`src/rtl/fp_div_seq.sv`:
```
// Sequential IEEE754 single-precision divider: restoring mantissa division, one quotient bit per cycle.
// Special operands resolve in one cycle; denormals flush to zero and the quotient is truncated.
module fp_div_seq (
    input  logic        clk,
    input  logic        rst_n,
    input  logic [31:0] in1,
    input  logic [31:0] in2,
    input  logic        start,
    output logic        busy,
    output logic        done,
    output logic [31:0] out
);
    typedef enum logic [1:0] {IDLE, CALC, NORM, DONE} state_t;

    localparam logic [31:0] QNAN = 32'h7FC0_0000;

    state_t      state_q, state_d;
    logic [31:0] a_q, a_d, b_q, b_d;
    logic [25:0] rem_q, rem_d;
    logic [24:0] quo_q, quo_d;
    logic [4:0]  cnt_q, cnt_d;
    logic [31:0] res_q, res_d;
    logic [31:0] out_q, out_d;
    logic        done_q, done_d;

    // Operand classification happens on the inputs so specials finish on the accept edge.
    logic        a_zero, a_inf, a_nan, b_zero, b_inf, b_nan, sgn_in;
    logic        spec_hit;
    logic [31:0] spec_res;

    assign a_zero = (in1[30:23] == 8'h00);
    assign a_inf  = (in1[30:23] == 8'hFF) && (in1[22:0] == 23'd0);
    assign a_nan  = (in1[30:23] == 8'hFF) && (in1[22:0] != 23'd0);
    assign b_zero = (in2[30:23] == 8'h00);
    assign b_inf  = (in2[30:23] == 8'hFF) && (in2[22:0] == 23'd0);
    assign b_nan  = (in2[30:23] == 8'hFF) && (in2[22:0] != 23'd0);
    assign sgn_in = in1[31] ^ in2[31];

    always_comb begin
        spec_hit = 1'b1;
        spec_res = QNAN;
        if (a_nan || b_nan || (a_zero && b_zero) || (a_inf && b_inf))
            spec_res = QNAN;
        else if (a_inf || b_zero)
            spec_res = {sgn_in, 8'hFF, 23'd0};
        else if (a_zero || b_inf)
            spec_res = {sgn_in, 31'd0};
        else
            spec_hit = 1'b0;
    end

    // Remainder stays below 2*divisor < 2^25, so bit 25 of the trial difference is a clean borrow.
    logic [25:0] trial;
    assign trial = rem_q - {2'b00, 1'b1, b_q[22:0]};

    logic signed [9:0] exp_s;
    logic [22:0]       frac;
    assign exp_s = $signed({2'b00, a_q[30:23]}) - $signed({2'b00, b_q[30:23]})
                 + (quo_q[24] ? 10'sd127 : 10'sd126);
    assign frac  = quo_q[24] ? quo_q[23:1] : quo_q[22:0];

    always_comb begin
        state_d = state_q;
        a_d     = a_q;
        b_d     = b_q;
        rem_d   = rem_q;
        quo_d   = quo_q;
        cnt_d   = cnt_q;
        res_d   = res_q;
        out_d   = out_q;
        done_d  = 1'b0;
        case (state_q)
            IDLE: if (start) begin
                a_d = in1;
                b_d = in2;
                if (spec_hit) begin
                    res_d   = spec_res;
                    state_d = DONE;
                end else begin
                    rem_d   = {3'b001, in1[22:0]};
                    quo_d   = 25'd0;
                    cnt_d   = 5'd0;
                    state_d = CALC;
                end
            end
            CALC: begin
                quo_d = {quo_q[23:0], ~trial[25]};
                rem_d = trial[25] ? {rem_q[24:0], 1'b0} : {trial[24:0], 1'b0};
                cnt_d = cnt_q + 5'd1;
                if (cnt_q == 5'd24) state_d = NORM;
            end
            NORM: begin
                if (exp_s >= 10'sd255)
                    res_d = {a_q[31] ^ b_q[31], 8'hFF, 23'd0};
                else if (exp_s <= 10'sd0)
                    res_d = {a_q[31] ^ b_q[31], 31'd0};
                else
                    res_d = {a_q[31] ^ b_q[31], exp_s[7:0], frac};
                state_d = DONE;
            end
            DONE: begin
                out_d   = res_q;
                done_d  = 1'b1;
                state_d = IDLE;
            end
            default: state_d = IDLE;
        endcase
    end

    always_ff @(posedge clk or negedge rst_n) begin
        if (!rst_n) begin
            state_q <= IDLE;
            a_q     <= 32'd0;
            b_q     <= 32'd0;
            rem_q   <= 26'd0;
            quo_q   <= 25'd0;
            cnt_q   <= 5'd0;
            res_q   <= 32'd0;
            out_q   <= 32'd0;
            done_q  <= 1'b0;
        end else begin
            state_q <= state_d;
            a_q     <= a_d;
            b_q     <= b_d;
            rem_q   <= rem_d;
            quo_q   <= quo_d;
            cnt_q   <= cnt_d;
            res_q   <= res_d;
            out_q   <= out_d;
            done_q  <= done_d;
        end
    end

    assign busy = (state_q != IDLE);
    assign done = done_q;
    assign out  = out_q;
endmodule

```
`config.mk`:
```
export PLATFORM = sky130hd
export DESIGN_NAME = fp_div_seq
export DESIGN_NICKNAME = d
export VERILOG_FILES = /design/src/rtl/fp_div_seq.sv
export SDC_FILE = /design/constraint.sdc
export NUM_CORES = 1
export LEC_CHECK = 0
export ABC_CLOCK_PERIOD_IN_PS = 3750
export CORE_ASPECT_RATIO = 1.5
export CORE_MARGIN = 1
export CORE_UTILIZATION = 57
export CTS_CLUSTER_SIZE = 8
export DETAILED_ROUTE_END_ITERATION = 6
export MAX_ROUTING_LAYER = met4
export PLACE_DENSITY = 0.93
export RECOVER_POWER = 25
export SLEW_MARGIN = 15
export SYNTH_ARGS = -nofsm -noshare
export SYNTH_HDL_FRONTEND = slang
export SYNTH_SLANG_ARGS = --single-unit
```
`constraint.sdc`:
```
create_clock -name clk -period 3.75 [get_ports clk]
set_clock_uncertainty 0.1 [all_clocks]
set_input_delay 0.375 -clock clk [delete_from_list [all_inputs] [get_ports clk]]
set_output_delay 0.375 -clock clk [all_outputs]
set_load 0.005 [all_outputs]
```
==> results of run 1 <==
==> how the worst min path moves through the flow <==
stage	startpoint	endpoint	slack, ns	cells past startpoint
after floorplan	rst_n	a_q[23]	-0.02	0
after global placement	res_q[5]	res_q[5]	0.36	2
after detailed placement	res_q[14]	res_q[14]	0.36	2
after CTS	res_q[14]	res_q[14]	0.38	2
after global routing	res_q[14]	res_q[14]	0.40	2
final	res_q[12]	res_q[12]	0.37	2
==> metal layers <==
| metal | vias to the layer above | global-route usage, % |
|---|---|---|
| met5 | - | - |
| li1 | 3370 | - |
| met2 | 248 | 50.5 |
| met3 | 81 | 4.29 |
| met1 | 3537 | 29.8 |
| met4 | 0 | 17.2 |
==> repair_timing <==
item,4_1_cts,5_1_grt
hold endpoints to repair,86,0
resized for setup,2,11
pin swaps,0,12
setup buffers,0,5
endpoints found under the setup margin,23,28
gates cloned,1,0
hold buffers,1,0
==> kinds of logic (layout without fill, tap and decap cells) <==
kind of cell / Yosys count / after routing / synth area share [%]
compound gates: 193 / 193 / 14.4
xor+xnor: 34 / 34 / 3.62
fa+ha+maj: 42 / 42 / 5.97
buf+inv: 86 / 208 / 4.02
flops: 164 / 164 / 45.3
mux: 115 / 115 / 13.7
simple gates: 247 / 248 / 13.0
==> critical path, delay by kind of cell, from the launching register on <==
family	cells	cell delay, ns
adder cells (fa/ha/maj)	2	0.52
AO/OA/AOI/OAI	2	0.37
flip-flops	1	0.40
AND/OR/NAND/NOR	6	1.59
XOR/XNOR	1	0.31
buffers and inverters	3	0.28
==> area by class of cell <==
cell class	count	area (um^2)
multi-input combinational	632	4680
fill	1076	4530
sequential	164	4100
timing repair buffer	127	1230
clock buffer	19	453
tap	203	254
inverter	50	188
clock inverter	12	119
==> metrics by stage <==
step	instances	hold WS (ns)	power, uW	cell area [um^2]	setup slack [ns]
after floorplan	881	-0.0206	6700	9060	0.311
after global placement	1169	0.357	7840	10300	0.0995
after detailed placement	1169	0.363	8080	10300	-0.0116
after CTS	1202	0.378	9940	10900	0.0299
after global routing	1207	0.397	11000	11000	-0.0494
final	1207	0.372	10300	11000	0.0742
==> sequential cells by signal (all words and copies together), names as in the netlist <==
name / count
b_q: 32
out: 32
res_q: 32
rem_q: 26
quo_q: 25
a_q: 9
cnt_q: 5
state_q: 2
done: 1
==> Yosys cell counts, drive strengths merged (20+ instances only) <==
master    n
xor2     20
clkbuf   26
nor2     43
mux2i    40
nand3    31
a21oi    33
inv      50
mux2     75
dfrtp   164
nand2   102
o21ai    75
ha       40
a22oi    21
==> power groups by stage <==
stage	Sequential [uW]	Combinational, uW	Clock [uW]
final	2560	6030	1700
after global placement	2540	5300	0
after floorplan	2470	4230	0
after CTS	2550	5660	1730
after global routing	2600	6580	1800
after detailed placement	2580	5500	0
==> run metrics, run 1 <==
cells on worst reg2reg path 14; Worst Tran Pin Value 2.19 ns; FFs w/ async S/R, synth 100%; Max stage delay on crit path 0.53 ns; arrival time worst endpoint 3.88 ns; setup violators final 0; starting density of the core 58.2%; largest net degree at the start of global routing 90; die area 0.0164 mm^2; Logic pwr share 58.6%; first-pass GRT wire length 35.6 mm; Synth area leaders dfrtp_1, mux2_2, ha_1; uppermost layer routed met4; metal2 WL 11.7 mm; clock transition at the registers of the reported paths 0.07 ns; Psw 4480 uW; Critical Path Fanout Max 7; Mean Syn Cell Area 10.3 um^2; Ant. Diodes 0; clock root buffer clkbuf_16; met3 routed WL 853 um; layout cells sized above 1 18.0%; critical path, cell by cell inv_2, ha_4, inv_1, fa_2, a211oi_4, nor2_2, xor2_2, nor3_2, nand2b_4, or4_1, or3_4, or4b_4, buf_12, o21ai_2; Crit Reg-Reg Endpoint res_q[20]; vias in the first global route 7514; sequential cell area fraction in the yosys report 45.3%; Yosys top cell area share 45.3%; # DRC 0; total track usage 28.4%; Die W 105 um; drt pass-1 iters 5; CTS Buffer Depth 2; vias per std cell 6.00; RR Startpoint a_q[23]; Setup crit end kind register; most frequent cells in the layout dfrtp_1, nand2_1, clkdlybuf4s50_1; Slew HR -45.9%; routed wire length 21.7 mm; Routed WL per cell 18.0 um; total CTS buffers 17; synth warn 0; Cell Area, Synth 0.00906 mm^2; DIE HEIGHT 156 um; Setup crit start a_q[23]; Final Wtd Congestion 0.892; Tmin final 3.68 ns; worst setup path end res_q[20]; Synth cell types 68; setup_tns 0 ns; HPWL Detailed 15.2 mm; Critical Path Start Type register; met1 wire length 8.07 mm; GRT overflow 0; commonest non-fill, non-tap cell in the layout dfrtp_1; P&R area growth vs syn 21.7%; leakage dissipation 0.00486 uW; flop-to-flop setup slack 0.07 ns; Port-buffer cells 100; violated checks max-capacitance violations, max-slew violations; syn nets 990; Clock Latency Late Sink 0.42 ns; Final #Nets 1101; Most used DFF post-synth dfrtp_1; # IOs 101; PD cells 934 mW/mm^2; FP Rows 56; Seq pwr share 24.9%; HP Class reg -> reg; count of pins over their slew limit 124; Seq cells post-synth 164; status complete, but fails checks; initial antenna violation count 0; CP max-delay cell or4_1; P_int 5820 uW; Placeable Area 0.0156 mm^2; Mapped Cells 881; Max H-tree Level 4; Post-synth EDFFs 0; fmax 0.272 GHz; final hold viol count 0; Initial DRC Count 358; fin util 70.9%; top cell type by total area after synthesis dfrtp_1; Final Cycle Share 98.0%; sw frac 43.5%; CP required 3.96 ns; Max Cap Viol 2; clock power share 16.6%; CTS Sinks 164; CTS tree yes; DR vias 7236; Antenna Nets Post-Route 0; peak supply drop 0.000541 V; WS Path Type reg -> reg
Note: power is estimated with default switching activity, not from simulation.
==> run 2: changes to the inputs <==
- ABC_CLOCK_PERIOD_IN_PS: 3750 -> unset
- clock period: 3.75 -> 3.9 ns (I/O delays scaled with it)
==> run 2 against run 1 <==
- the run still ends with max-capacitance violations, max-slew violations left
- highest routed layer unchanged
- largest power group unchanged
- flip-flop and latch count did not move
- global-route usage fell by 0.25 points
- core utilization fell by 0.85 points
- worst setup slack improved by 0.18 ns
- sequential share of layout area rose by 0.45 points
- register-to-register slack improved by 0.18 ns
==> run metrics, run 2 (same netlist as run 1, synthesis figures left out) <==
Critical Path Start Type register; setup_tns 0 ns; Final Wtd Congestion 0.902; Die W 105 um; Slew HR -70.6%; Critical Path Fanout Max 11; Max Cap Viol 1; DIE HEIGHT 156 um; setup violators final 0; violated checks max-capacitance violations, max-slew violations; clock transition at the registers of the reported paths 0.06 ns; HP Class reg -> reg; DR vias 7179; WS Path Type reg -> reg; cell count after placement 1164; Ant. Diodes 0; Setup Buffers After CTS 0; Port-buffer cells 100; commonest non-fill, non-tap cell in the layout dfrtp_1; largest net degree at the start of global routing 106; Antenna Nets Post-Route 0; vias per std cell 5.99; final hold viol count 0; drt pass-1 iters 5; first-pass GRT wire length 35.4 mm; post-layout instance area 0.0109 mm^2; CTS Sinks 164; layout cells sized above 1 16.5%; PD cells 876 mW/mm^2; starting density of the core 58.2%; HPWL Detailed 15.1 mm; total track usage 28.2%; Setup crit end kind register; FP Rows 56; Routed WL per cell 18.0 um; Power Total 9540 uW; Tmin final 3.65 ns; peak supply drop 0.000637 V; total CTS buffers 17; Worst Tran Pin Value 2.56 ns; CP required 4.10 ns; GRT overflow 0; initial antenna violation count 0; RSZ-0062 raised after global routing no; Final Cycle Share 93.6%; fill count 1130; Min Hold Slack 0.374 ns; Initial DRC Count 328; leakage dissipation 0.00480 uW; P&R area growth vs syn 20.2%; CTS Buffer Depth 2; vias in the first global route 7519; Clock Latency Late Sink 0.43 ns; clock root buffer clkbuf_16; most frequent cells in the layout dfrtp_1, nand2_1, clkdlybuf4s50_1; Max H-tree Level 4; die area 0.0164 mm^2; Post-Place Cell Area 0.0103 mm^2; status complete, but fails checks; CTS tree yes; Placeable Area 0.0156 mm^2; # IOs 101; routed wire length 21.6 mm; # DRC 0; Finished Layout Cells 1198; fmax 0.274 GHz; count of pins over their slew limit 105; Final #Nets 1091; arrival time worst endpoint 3.85 ns
-- run 2: path summary, 6_finish.rpt --
check                           from  slack (ns)  cells after the start        end
setup / recovery             a_q[23]        0.25                     13   res_q[8]
setup reg to reg             a_q[23]        0.25                     13   res_q[8]
hold reg to reg            res_q[14]        0.37                      2  res_q[14]
min in group asynchronous      rst_n        0.66                      1    out[17]
hold / removal             res_q[14]        0.37                      2  res_q[14]
max in group asynchronous      rst_n        1.55                      1     b_q[2]
-- run 2: per-stage QoR --
step	util [%]	setup WS (ns)
4_1_cts	69.8	0.0709
5_1_grt	70.0	0.0739
3_5_place_dp	66.2	0.0805
2_1_floorplan	-	0.461
3_3_place_gp	66.2	0.182
6_report	70.0	0.250
-- run 2: layout make-up --
cell class / instances / area (um^2) / area share [%]
Multi-Input combinational cell: 633 / 4650 / 42.7
Sequential cell: 164 / 4100 / 37.7
Inverter: 50 / 188 / 1.72
Timing Repair Buffer: 116 / 1130 / 10.4
Clock buffer: 22 / 464 / 4.26
Tap cell: 203 / 254 / 2.33
Clock inverter: 10 / 97.6 / 0.896
-- run 2: where the power goes --
| group | internal [uW] | leakage (uW) | switching (uW) |
|---|---|---|---|
| combinational | 2310 | 0.00244 | 3160 |
| sequential | 2150 | 0.00210 | 310 |
| clock | 918 | 0.000268 | 693 |
-- run 2: worst max-delay path, cell delays in order, from the launching register on --
cell      delay, ns
dfrtp_1        0.38
inv_1          0.06
ha_1           0.16
inv_1          0.06
fa_1           0.41
a211oi_2       0.27
nor2_1         0.12
xor2_2         0.28
nor3_1         0.12
nand2b_1       0.18
or4_1          0.53
or3_4          0.40
or4b_4         0.37
o21ai_2        0.09
-- run 2: layer usage --
metal | global-route usage, % | share of wire (%) | vias up
met5 | - | 0 | -
met3 | 4.08 | 4.2 | 85
met4 | 17.3 | 5.5 | 0
li1 | - | - | 3347
met2 | 50.6 | 54 | 264
met1 | 29.0 | 36 | 3483
-- run 2: repair_timing --
action                                  4_1_cts  5_1_grt
endpoints found under the setup margin        0       23
resized for setup                             0        3
hold buffers                                  0        0
==> run 3: changes to the inputs <==
- CORE_UTILIZATION: 57 -> 55
- PLACE_DENSITY: 0.93 -> 0.9
==> run 3 against run 2 <==
- the flow still finishes with violations (max-capacitance violations, max-slew violations)
- critical endpoint is now res_q[20]
- maximum frequency is 3.1% lower
- register-to-register slack worse by 0.12 ns
- worst setup slack got worse by 0.12 ns
- total power up 0.70%
- clock power about the same
- sequential power barely moved
- combinational power up 2%
- cell area rose by 0.49%
- via count is 1.4% higher
- worst hold slack lost 0.0034 ns
==> run metrics, run 3 (same netlist as run 1, synthesis figures left out) <==
status complete, but fails checks; violated checks max-capacitance violations, max-slew violations; Logic pwr share 57.9%; layout cells sized above 1 17.1%; vias per std cell 6.04; first-pass GRT wire length 35.7 mm; Critical Path Start Type register; CP dominant cell by count inv_1; met3 routed WL 905 um; CTS Sinks 164; Die W 107 um; # IOs 101; Post-Place Cell Area 0.0103 mm^2; Max H-tree Level 4; routed wire length 21.9 mm; metal2 WL 11.8 mm; critical path, cell by cell inv_1, ha_1, inv_1, fa_2, a211oi_4, nor2_2, xor2_2, nor3_1, nand2b_1, or4_1, or3_4, or4b_4, buf_12, o21ai_2; cells on worst reg2reg path 14; sw frac 44.1%; Placeable Area 0.0161 mm^2; Setup crit end kind register; clock root buffer clkbuf_16; Buf/Inv on CP 3; total CTS buffers 17; Slew HR -22.6%; Max stage delay on crit path 0.55 ns; Seq pwr share 25.6%; GRT overflow 0; clock transition at the registers of the reported paths 0.06 ns; RR Startpoint a_q[23]; post-layout instance area 0.0109 mm^2; Min Hold Slack 0.371 ns; HPWL Detailed 15.0 mm; DR vias 7283; Initial DRC Count 506; Critical Path Fanout Max 8; Crit Reg-Reg Endpoint res_q[20]; Port-buffer cells 100; die area 0.0170 mm^2; CP max-delay cell or4_1; Antenna Nets Post-Route 0; initial antenna violation count 0; # DRC 0; FP Rows 57; Routed WL per cell 18.2 um; Clock Latency Late Sink 0.43 ns; P&R area growth vs syn 20.8%; Finished Layout Cells 1206; Final Wtd Congestion 0.919; P_int 5370 uW; HP Class reg -> reg; Ant. Diodes 0; CTS tree yes; Psw 4240 uW; pre-CTS setup slack 0.0157 ns; most frequent cells in the layout dfrtp_1, nand2_1, clkdlybuf4s50_1; total stage count of the critical path 14; starting density of the core 56.2%; Tmin final 3.77 ns; largest net degree at the start of global routing 68; Worst Tran Pin Value 1.84 ns; PD cells 878 mW/mm^2; peak supply drop 0.000494 V; DIE HEIGHT 159 um; cell count after placement 1168; uppermost layer routed met4; WS Path Type reg -> reg; leakage dissipation 0.00482 uW; Max Cap Viol 2; CTS Buffer Depth 2; Setup crit start a_q[23]; met1 wire length 8.11 mm; clock power share 16.5%; count of pins over their slew limit 102; CP required 4.10 ns; commonest non-fill, non-tap cell in the layout dfrtp_1; worst setup path end res_q[20]; Final Cycle Share 96.6%; drt pass-1 iters 5; total track usage 27.5%; CP top delay family simple AND/OR/NAND/NOR gates; flop-to-flop setup slack 0.13 ns; setup_tns 0 ns; final hold viol count 0; arrival time worst endpoint 3.97 ns; final worst setup slack 0.135 ns; vias in the first global route 7484; fmax 0.266 GHz; setup violators final 0; Final #Nets 1096
[run 3: routing by layer]
| metal | track usage (%) | up-vias |
|---|---|---|
| li1 | - | 3369 |
| met1 | 29.5 | 3548 |
| met2 | 48.4 | 285 |
| met3 | 3.89 | 81 |
| met4 | 14.2 | 0 |
| met5 | - | - |
[run 3: worst min path at each step]
stage | slack, ns | from | cells after the start | end
2_1_floorplan | -0.006 | rst_n | 0 | a_q[23]
5_1_grt | 0.39 | res_q[11] | 2 | res_q[11]
3_5_place_dp | 0.32 | rst_n | 1 | out[16]
4_1_cts | 0.37 | res_q[11] | 2 | res_q[11]
6_report | 0.37 | res_q[11] | 2 | res_q[11]
3_3_place_gp | 0.31 | rst_n | 1 | out[17]
[run 3: final cells by class]
| cell class | instances | area [um^2] |
|---|---|---|
| Multi-Input combinational cell | 632 | 4650 |
| Timing Repair Buffer | 122 | 1180 |
| Sequential cell | 164 | 4100 |
| Clock buffer | 19 | 443 |
| Inverter | 50 | 188 |
| Fill cell | 1207 | 5170 |
| Clock inverter | 13 | 116 |
| Tap cell | 206 | 258 |
[run 3: timing repair]
action / 4_1_cts / 5_1_grt
hold buffers: 1 / 0
setup endpoints to repair: 3 / 23
cloned: 0 / 1
pin swaps: 0 / 3
setup buffers: 0 / 4
hold endpoints to repair: 65 / 0
resized for setup: 1 / 4
[run 3: power by group through the flow]
stage               Sequential [uW]  Clock (uW)  Combinational (uW)
floorplan                      2370           0                4070
global placement               2440           0                5070
detailed placement             2470           0                5240
CTS                            2450        1600                5330
global route                   2500        1680                6050
finish                         2460        1590                5560
[run 3: through the flow]
stage | power, uW | utilization (%)
global placement | 7510 | 64.1
detailed placement | 7700 | 64.1
global route | 10200 | 67.9
finish | 9610 | 67.9
CTS | 9380 | 67.6
floorplan | 6440 | -
[run 3: tightest hold or removal path: stages, from the launching register on]
cell and delay [ns]:
dfrtp_1 0.34, nand2_1 0.06, o21ai_2 0.05
